--- config.mk ---
export PLATFORM = sky130hd
export DESIGN_NAME = icache_nway_param_flat
export DESIGN_NICKNAME = d
export VERILOG_FILES = /design/src/rtl/icache_nway_param_pkg.sv /design/src/rtl/icache_nway_param_if.sv /design/src/rtl/icache_nway_param_lru.sv /design/src/rtl/icache_nway_param.sv /design/src/flat_wrapper.sv
export SDC_FILE = /design/constraint.sdc
export NUM_CORES = 1
export LEC_CHECK = 0
export CAP_MARGIN = 20
export CORE_MARGIN = 5
export CORE_UTILIZATION = 57
export CTS_CLUSTER_SIZE = 30
export DETAILED_ROUTE_END_ITERATION = 16
export DONT_BUFFER_PORTS = 1
export MAX_ROUTING_LAYER = met4
export PLACE_DENSITY = 0.83
export SLEW_MARGIN = 5
export SYNTH_ARGS = -nofsm -noshare
export SYNTH_HDL_FRONTEND = slang
export SYNTH_HIERARCHICAL = 1
export SYNTH_SLANG_ARGS = --single-unit
export TNS_END_PERCENT = 100
--- constraint.sdc ---
create_clock -name CLK -period 9.1 [get_ports CLK]
set_input_delay 0.455 -clock CLK [delete_from_list [all_inputs] [get_ports CLK]]
set_output_delay 0.455 -clock CLK [all_outputs]
set_load 0.02 [all_outputs]
--- src/rtl/icache_nway_param_pkg.sv ---
// Shared types and width helpers for the N-way instruction cache.
package icache_nway_param_pkg;

  typedef enum logic [1:0] {StIdle, StRefill, StWrite} state_e;

  localparam int unsigned DataW     = 32;
  localparam int unsigned WordBytes = 4;

  function automatic int unsigned clog2(input int unsigned n);
    int unsigned r;
    r = 0;
    while ((64'd1 << r) < 64'(n)) r++;
    return r;
  endfunction

  // Field width that never collapses to zero bits.
  function automatic int unsigned width_of(input int unsigned n);
    return (clog2(n) > 0) ? clog2(n) : 1;
  endfunction

endpackage

--- src/rtl/icache_nway_param_if.sv ---
// Fetch-side and refill-side bus of the instruction cache.
interface icache_nway_param_if #(
  parameter int unsigned ADDR_W = 32,
  parameter int unsigned CNT_W  = 20
);
  logic [ADDR_W-1:0] PC;
  logic              pc_valid;
  logic              inv;
  logic [31:0]       Instr;
  logic              HitWrite;
  logic              mm_req;
  logic [ADDR_W-1:0] mm_addr;
  logic              mm_rvalid;
  logic [31:0]       mm_rdata;
  logic [CNT_W-1:0]  CNT_HIT;
  logic [CNT_W-1:0]  CNT_MISS;

  modport master (
    output PC, pc_valid, inv, mm_rvalid, mm_rdata,
    input  Instr, HitWrite, mm_req, mm_addr, CNT_HIT, CNT_MISS
  );
  modport slave (
    input  PC, pc_valid, inv, mm_rvalid, mm_rdata,
    output Instr, HitWrite, mm_req, mm_addr, CNT_HIT, CNT_MISS
  );
endinterface

--- src/rtl/icache_nway_param_lru.sv ---
// True-LRU age array: per set, one age per way; the way aged WAYS-1 is the victim.
module icache_nway_param_lru
  import icache_nway_param_pkg::*;
#(
  parameter int unsigned WAYS = 2,
  parameter int unsigned SETS = 2,
  localparam int unsigned WAY_WI = width_of(WAYS),
  localparam int unsigned SET_WI = width_of(SETS)
) (
  input  logic              clk,
  input  logic              rst,
  input  logic [SET_WI-1:0] set,
  input  logic [WAY_WI-1:0] way,
  input  logic              update,
  output logic [WAY_WI-1:0] victim
);

  logic [WAY_WI-1:0] ages_q [SETS][WAYS];
  logic [WAY_WI-1:0] old_age;

  assign old_age = ages_q[set][way];

  always_comb begin
    victim = '0;
    for (int w = 0; w < WAYS; w++) begin
      if (ages_q[set][w] == WAY_WI'(WAYS - 1)) victim = WAY_WI'(w);
    end
  end

  always_ff @(posedge clk or posedge rst) begin
    if (rst) begin
      for (int s = 0; s < SETS; s++) begin
        for (int w = 0; w < WAYS; w++) ages_q[s][w] <= WAY_WI'(w);
      end
    end else if (update) begin
      for (int w = 0; w < WAYS; w++) begin
        if (WAY_WI'(w) == way) ages_q[set][w] <= '0;
        else if (ages_q[set][w] < old_age) ages_q[set][w] <= ages_q[set][w] + WAY_WI'(1);
      end
    end
  end

endmodule

--- src/rtl/icache_nway_param.sv ---
// N-way set-associative instruction cache with whole-block refill, true LRU,
// invalidate-all and saturating hit/miss counters.
module icache_nway_param
  import icache_nway_param_pkg::*;
#(
  parameter int unsigned WAYS   = 2,
  parameter int unsigned SETS   = 2,
  parameter int unsigned WPB    = 2,
  parameter int unsigned ADDR_W = 32,
  parameter int unsigned CNT_W  = 20
) (
  input logic                CLK,
  input logic                RESET,
  icache_nway_param_if.slave bus
);

  localparam int unsigned OFF_W   = clog2(WordBytes * WPB);
  localparam int unsigned IDX_W   = clog2(SETS);
  localparam int unsigned TAG_W   = ADDR_W - OFF_W - IDX_W;
  localparam int unsigned SET_WI  = width_of(SETS);
  localparam int unsigned WAY_WI  = width_of(WAYS);
  localparam int unsigned WORD_WI = width_of(WPB);

  state_e              state_q, state_d;
  logic [WORD_WI-1:0]  beat_q, beat_d;
  logic [ADDR_W-1:0]   blk_q, blk_d;
  logic                inv_pend_q, inv_pend_d;
  logic                replay_q, replay_d;
  logic [CNT_W-1:0]    cnt_hit_q, cnt_miss_q;
  logic [DataW-1:0]    buf_q [WPB];
  logic                valid_q [SETS][WAYS];
  logic [TAG_W-1:0]    tag_q [SETS][WAYS];
  logic [DataW-1:0]    data_q [SETS][WAYS][WPB];

  logic [TAG_W-1:0]    tag, blk_tag;
  logic [SET_WI-1:0]   idx, blk_idx, lru_set;
  logic [WORD_WI-1:0]  word;
  logic                hit;
  logic [WAY_WI-1:0]   hit_way, fill_way, lru_victim, lru_way;
  logic                hit_inc, miss_inc, fill, inv_now, lru_upd, cap;
  logic                hit_write, req;
  logic [DataW-1:0]    instr;

  assign tag     = TAG_W'(bus.PC >> (OFF_W + IDX_W));
  assign idx     = SET_WI'((bus.PC >> OFF_W) & ADDR_W'(SETS - 1));
  assign word    = WORD_WI'((bus.PC >> 2) & ADDR_W'(WPB - 1));
  assign blk_tag = TAG_W'(blk_q >> (OFF_W + IDX_W));
  assign blk_idx = SET_WI'((blk_q >> OFF_W) & ADDR_W'(SETS - 1));

  // Descending scans so the lowest-index match wins.
  always_comb begin
    hit     = 1'b0;
    hit_way = '0;
    for (int w = WAYS - 1; w >= 0; w--) begin
      if (valid_q[idx][w] && (tag_q[idx][w] == tag)) begin
        hit     = 1'b1;
        hit_way = WAY_WI'(w);
      end
    end
  end

  always_comb begin
    fill_way = lru_victim;
    for (int w = WAYS - 1; w >= 0; w--) begin
      if (!valid_q[blk_idx][w]) fill_way = WAY_WI'(w);
    end
  end

  assign lru_set = (state_q == StWrite) ? blk_idx : idx;

  icache_nway_param_lru #(
    .WAYS (WAYS),
    .SETS (SETS)
  ) u_lru (
    .clk    (CLK),
    .rst    (RESET),
    .set    (lru_set),
    .way    (lru_way),
    .update (lru_upd),
    .victim (lru_victim)
  );

  always_comb begin
    state_d    = state_q;
    beat_d     = beat_q;
    blk_d      = blk_q;
    inv_pend_d = inv_pend_q;
    replay_d   = replay_q;
    hit_inc    = 1'b0;
    miss_inc   = 1'b0;
    fill       = 1'b0;
    inv_now    = 1'b0;
    lru_upd    = 1'b0;
    lru_way    = hit_way;
    cap        = 1'b0;
    req        = 1'b0;
    hit_write  = 1'b0;
    instr      = '0;
    unique case (state_q)
      StIdle: begin
        hit_write = !bus.pc_valid || hit;
        inv_now   = bus.inv;
        if (bus.pc_valid && hit) begin
          instr    = data_q[idx][hit_way][word];
          lru_upd  = 1'b1;
          hit_inc  = !replay_q;
          replay_d = 1'b0;
        end else if (bus.pc_valid) begin
          miss_inc = 1'b1;
          blk_d    = bus.PC & ~ADDR_W'(WordBytes * WPB - 1);
          beat_d   = '0;
          state_d  = StRefill;
        end
      end
      StRefill: begin
        req        = 1'b1;
        inv_pend_d = inv_pend_q | bus.inv;
        if (bus.mm_rvalid) begin
          cap    = 1'b1;
          beat_d = beat_q + WORD_WI'(1);
          if (beat_q == WORD_WI'(WPB - 1)) state_d = StWrite;
        end
      end
      StWrite: begin
        fill       = 1'b1;
        lru_upd    = 1'b1;
        lru_way    = fill_way;
        inv_now    = inv_pend_q | bus.inv;
        inv_pend_d = 1'b0;
        replay_d   = 1'b1;
        state_d    = StIdle;
      end
      default: state_d = StIdle;
    endcase
  end

  always_ff @(posedge CLK or posedge RESET) begin
    if (RESET) begin
      state_q    <= StIdle;
      beat_q     <= '0;
      blk_q      <= '0;
      inv_pend_q <= 1'b0;
      replay_q   <= 1'b0;
      cnt_hit_q  <= '0;
      cnt_miss_q <= '0;
      for (int s = 0; s < SETS; s++) begin
        for (int w = 0; w < WAYS; w++) valid_q[s][w] <= 1'b0;
      end
    end else begin
      state_q    <= state_d;
      beat_q     <= beat_d;
      blk_q      <= blk_d;
      inv_pend_q <= inv_pend_d;
      replay_q   <= replay_d;
      if (hit_inc && (cnt_hit_q != '1)) cnt_hit_q <= cnt_hit_q + CNT_W'(1);
      if (miss_inc && (cnt_miss_q != '1)) cnt_miss_q <= cnt_miss_q + CNT_W'(1);
      if (fill) valid_q[blk_idx][fill_way] <= 1'b1;
      // Invalidate overrides the fill so a pending inv also kills the new line.
      if (inv_now) begin
        for (int s = 0; s < SETS; s++) begin
          for (int w = 0; w < WAYS; w++) valid_q[s][w] <= 1'b0;
        end
      end
    end
  end

  always_ff @(posedge CLK) begin
    if (cap) buf_q[beat_q] <= bus.mm_rdata;
    if (fill) begin
      tag_q[blk_idx][fill_way] <= blk_tag;
      for (int i = 0; i < WPB; i++) data_q[blk_idx][fill_way][i] <= buf_q[i];
    end
  end

  assign bus.HitWrite = hit_write & ~RESET;
  assign bus.Instr    = RESET ? '0 : instr;
  assign bus.mm_req   = req;
  assign bus.mm_addr  = blk_q;
  assign bus.CNT_HIT  = cnt_hit_q;
  assign bus.CNT_MISS = cnt_miss_q;

endmodule

--- src/flat_wrapper.sv ---
// flat-port wrapper written by rule: the top's interface ports become plain ports
module icache_nway_param_flat import icache_nway_param_pkg::*;
#(
  parameter int unsigned WAYS   = 2,
  parameter int unsigned SETS   = 2,
  parameter int unsigned WPB    = 2,
  parameter int unsigned ADDR_W = 32,
  parameter int unsigned CNT_W  = 20
)
  (CLK, RESET, bus_PC, bus_pc_valid, bus_inv, bus_mm_rvalid, bus_mm_rdata, bus_Instr, bus_HitWrite, bus_mm_req, bus_mm_addr, bus_CNT_HIT, bus_CNT_MISS);
  icache_nway_param_if #(.ADDR_W(ADDR_W), .CNT_W(CNT_W)) bus_i ();
  input logic CLK;
  input logic RESET;
  input wire logic [$bits(bus_i.PC)-1:0] bus_PC;
  input wire logic [$bits(bus_i.pc_valid)-1:0] bus_pc_valid;
  input wire logic [$bits(bus_i.inv)-1:0] bus_inv;
  input wire logic [$bits(bus_i.mm_rvalid)-1:0] bus_mm_rvalid;
  input wire logic [$bits(bus_i.mm_rdata)-1:0] bus_mm_rdata;
  output wire logic [$bits(bus_i.Instr)-1:0] bus_Instr;
  output wire logic [$bits(bus_i.HitWrite)-1:0] bus_HitWrite;
  output wire logic [$bits(bus_i.mm_req)-1:0] bus_mm_req;
  output wire logic [$bits(bus_i.mm_addr)-1:0] bus_mm_addr;
  output wire logic [$bits(bus_i.CNT_HIT)-1:0] bus_CNT_HIT;
  output wire logic [$bits(bus_i.CNT_MISS)-1:0] bus_CNT_MISS;
  assign bus_i.PC = bus_PC;
  assign bus_i.pc_valid = bus_pc_valid;
  assign bus_i.inv = bus_inv;
  assign bus_i.mm_rvalid = bus_mm_rvalid;
  assign bus_i.mm_rdata = bus_mm_rdata;
  assign bus_Instr = bus_i.Instr;
  assign bus_HitWrite = bus_i.HitWrite;
  assign bus_mm_req = bus_i.mm_req;
  assign bus_mm_addr = bus_i.mm_addr;
  assign bus_CNT_HIT = bus_i.CNT_HIT;
  assign bus_CNT_MISS = bus_i.CNT_MISS;
  icache_nway_param #(.WAYS(WAYS), .SETS(SETS), .WPB(WPB), .ADDR_W(ADDR_W), .CNT_W(CNT_W)) u_core (.CLK(CLK), .RESET(RESET), .bus(bus_i));
endmodule
==> run_results.csv <==
group,metric,value,unit
floorplanning,die_w,202,um
grt,grt_first_pass_wirelength,67.1,mm
timing,timing.final.hold_violations,0,
timing,tightest_slew,1.11,ns
power,swShare,26.5,%
critical_path,critPathSlowestCell,"or2_2",
floorplanning,die_y,202,um
critical_path,path_buf_inv,2,
clock_network,postCtsSetupBuffers,0,
synth,synth-edff-count,432,
clock_network,cts.reportedPaths.clkPinSlew,0.07,ns
clock_network,ctsRootBufferMaster,"clkbuf_16",
synth,synth_seq_cells,514,
route,post_drt_wl_per_cell,23.8,um
route,drc_errors,0,
critical_path,r2r-start,"u_core/state_q[0]$_DFFE_PP0P_",
critical_path,crit_fanout,43,
critical_path,crit_path_start_kind,"flop",
synth,syn_avg_cell_area,17.2,um2
placement,post-place-ws,4.50,ns
floorplanning,die_area,41000,um2
grt,grt_util_all_layers,21.8,%
power,finalPower,5.82,mW
clock_network,ctsResizeCount,0,
clock_network,cts_sinks,514,
synth,synth_common_cells,"432 x edfxtp_1, 110 x nand2_1, 85 x mux2i_1",
synth,ys_seq_area_share,71.2,%
cells_and_area,area_growth,12.2,%
route,first_pass_iters,5,
synth,syn_inst,1226,
critical_path,timing.critical_path.cells,"inv_1, ha_1, o21ai_0, mux2_2, inv_1, a21boi_0, and2_4, or2_2, mux2_2",
floorplanning,fp-row-count,70,
power,p_seq_share,55.8,%
synth,syn_area,21100,um2
hold_path,min-delay-start,"bus_inv",
route,routed_wl,43.0,mm
synth,postSynth.topFlopCell,"edfxtp_1",
hold_path,hold_depth,2,
power,p_comb_share,11.8,%
power,power_density,246,nW/um2
power,vdd_ir_drop_max,202,uV
timing,rsz0062_at_grt,"false",
route,vias_per_cell,6.05,
timing,finalCritPeriodShare,50.2,%
grt,gr-total-overflow,0,
power,p_sw,1.54,mW
placement,gp_congestion,0.767,
timing,fin_ws,4.53,ns
timing,setup_violations,0,
critical_path,r2r-end,"u_core/data_q[0][13]$_DFFE_PP_",
job,maxCapViolCount,0,
critical_path,critPathMaxStageDelay,0.98,ns
clock_network,cts_buffer_depth,3,
critical_path,worstSetupPathType,"flop to flop",
route,drt_iter0_markers,772,
synth,synth.largest_area_cell,"edfxtp_1",
grt,grt_pass1_vias,11700,
timing,whs,0.0741,ns
synth,async_flop_share,16.0,%
placement,portBuffers,0,
cells_and_area,nets,1379,
critical_path,r2r_slack,4.53,ns
critical_path,crit_arrival,4.88,ns
timing,final_max_slew_viol_count,0,
placement,dpl_cell_area,21600,um2
synth,synth_cell_types,58,
clock_network,cts_made_buffers,50,
timing,max_freq,219,MHz
route,ant_nets,0,
timing,period_minus_slack,4.57,ns
power,pwr-share-clk,32.3,%
critical_path,cp_data_required_time,9.41,ns
hold_path,hp-class,"input pin to flop",
placement,hpwl,24.5,mm
critical_path,worstSetupEndpointType,"flop",
synth,netlist.area_leader.share,61.5,%
clock_network,cts_tree,"done",
timing,clock_skew,0.0150,ns
floorplanning,core,36600,um2
cells_and_area,drive_gt1_share,18.5,%
power,intPower,4.27,mW
floorplanning,io_pins,175,
clock_network,htree_num_levels,2,
synth,ys_warn_count,6,
hold_path,hold_path_end,"u_core/inv_pend_q$_DFFE_PP0P_",
grt,antenna_found_initial,1,
cells_and_area,finish.instance_area,23700,um2
route,num_vias,10900,
timing,slew_headroom,26.1,%
floorplanning,start_util,57.6,%
synth,synth.most_common_cell,"edfxtp_1",
power,p_leak,8.46,nW
outcome,status,"complete, no violations",
grt,grt_max_degree,125,
synth,yosys-top-cells-area,"edfxtp_1 61%, dfrtp_1 9.5%, mux4_2 6.7%",
critical_path,path_delay_family,"simple AND/OR/NAND/NOR gates",
timing,tns,0,ns
clock_network,clkLatencyLatePin,0.57,ns
critical_path,reg2regPathDepth,9,
-- cells by family after synthesis --
kind of cell	Yosys count	synth area share [%]
AOI/OAI and AO/OA	41	1.30
adders and majority gates	6	0.356
buffers and inverters	75	1.86
other	1	0.0178
DFF	514	71.2
and+or+nand+nor	281	7.04
muxes	218	14.5
xor gates and xnor gates	90	3.73
-- worst register-to-register path, cell delays in order (launching register included) --
cell and delay, ns:
dfrtp_1 0.38, inv_1 0.10, ha_1 0.31, o21ai_0 0.66, mux2_2 0.31, inv_1 0.05
a21boi_0 0.38, and2_4 0.70, or2_2 0.98, mux2_2 0.46
-- power by group through the flow --
stage / registers (mW) / logic [mW] / clock network (mW)
floorplan: 3.23 / 0.507 / 0
global placement: 3.27 / 0.631 / 0
detailed placement: 3.30 / 0.663 / 0
CTS: 3.25 / 0.692 / 1.92
global route: 3.28 / 0.758 / 2.03
finish: 3.25 / 0.689 / 1.88
-- area by class of cell --
class	count	area, um2
inverters	20	76.3
multi-input cells	639	5750
repair buffers	79	768
diodes	1	2.50
flip-flops and latches	514	15000
clock inverters	16	123
clock buffers	72	1340
fillers	2400	12900
well taps	468	586
-- through the flow --
stage               instances  util, %
floorplan                1228        -
global placement         1657     58.9
detailed placement       1657     58.9
CTS                      1806     64.6
global route             1809     64.7
finish                   1809     64.7
-- sequential cells by signal, indices dropped and copies added, names as in the netlist, 2 cells and up --
register,flops
u_core/bus.CNT_MISS,20
u_core/data_q,256
u_core/bus.mm_addr,29
u_core/buf_q,64
u_core/valid_q,4
u_core/u_lru/ages_q,4
u_core/tag_q,112
u_core/bus.CNT_HIT,20
u_core/state_q,2
-- worst max-delay path by stage --
| stage | startpoint | to | cells after the start |
|---|---|---|---|
| 2_1_floorplan | bus_PC[3] | u_core/data_q[0][73]$_DFFE_PP_ | 11 |
| 3_3_place_gp | u_core/state_q[0]$_DFFE_PP0P_ | u_core/data_q[0][0]$_DFFE_PP_ | 10 |
| 3_5_place_dp | u_core/state_q[0]$_DFFE_PP0P_ | u_core/data_q[1][15]$_DFFE_PP_ | 10 |
| 4_1_cts | u_core/state_q[0]$_DFFE_PP0P_ | u_core/data_q[1][7]$_DFFE_PP_ | 10 |
| 5_1_grt | u_core/state_q[0]$_DFFE_PP0P_ | u_core/data_q[0][13]$_DFFE_PP_ | 9 |
| 6_report | u_core/state_q[0]$_DFFE_PP0P_ | u_core/data_q[0][13]$_DFFE_PP_ | 9 |
-- metal layers --
layer	GRT usage [%]	routed length (um)	vias to the layer above	share of wire (%)
li1	-	-	4831	-
met1	27.1	17000	5610	40
met2	35.9	21900	393	51
met3	4.32	2680	106	6.2
met4	8.44	1430	0	3.3
met5	-	0	-	0
-- repair_timing --
| action | 4_1_cts | 5_1_grt |
|---|---|---|
| hold buffers | 61 | 1 |
| endpoints found under the hold margin | 96 | 31 |
| endpoints found under the setup margin | 0 | 0 |
-- layout by cell type (no fill, tap or decap), types with 16 or more instances in the layout --
cell type,Yosys,layout
dfrtp_1,80,80
buf_4,4,16
nor2_1,50,46
dlygate4sd3_1,0,62
mux2i_1,85,85
xor2_1,19,19
xnor2_1,71,71
clkbuf_1,24,21
inv_1,19,18
mux4_2,63,63
clkbuf_16,0,50
nand3_1,17,17
mux2_2,70,70
nand2_1,110,110
edfxtp_1,432,432
(Power assumes the default switching activity.)
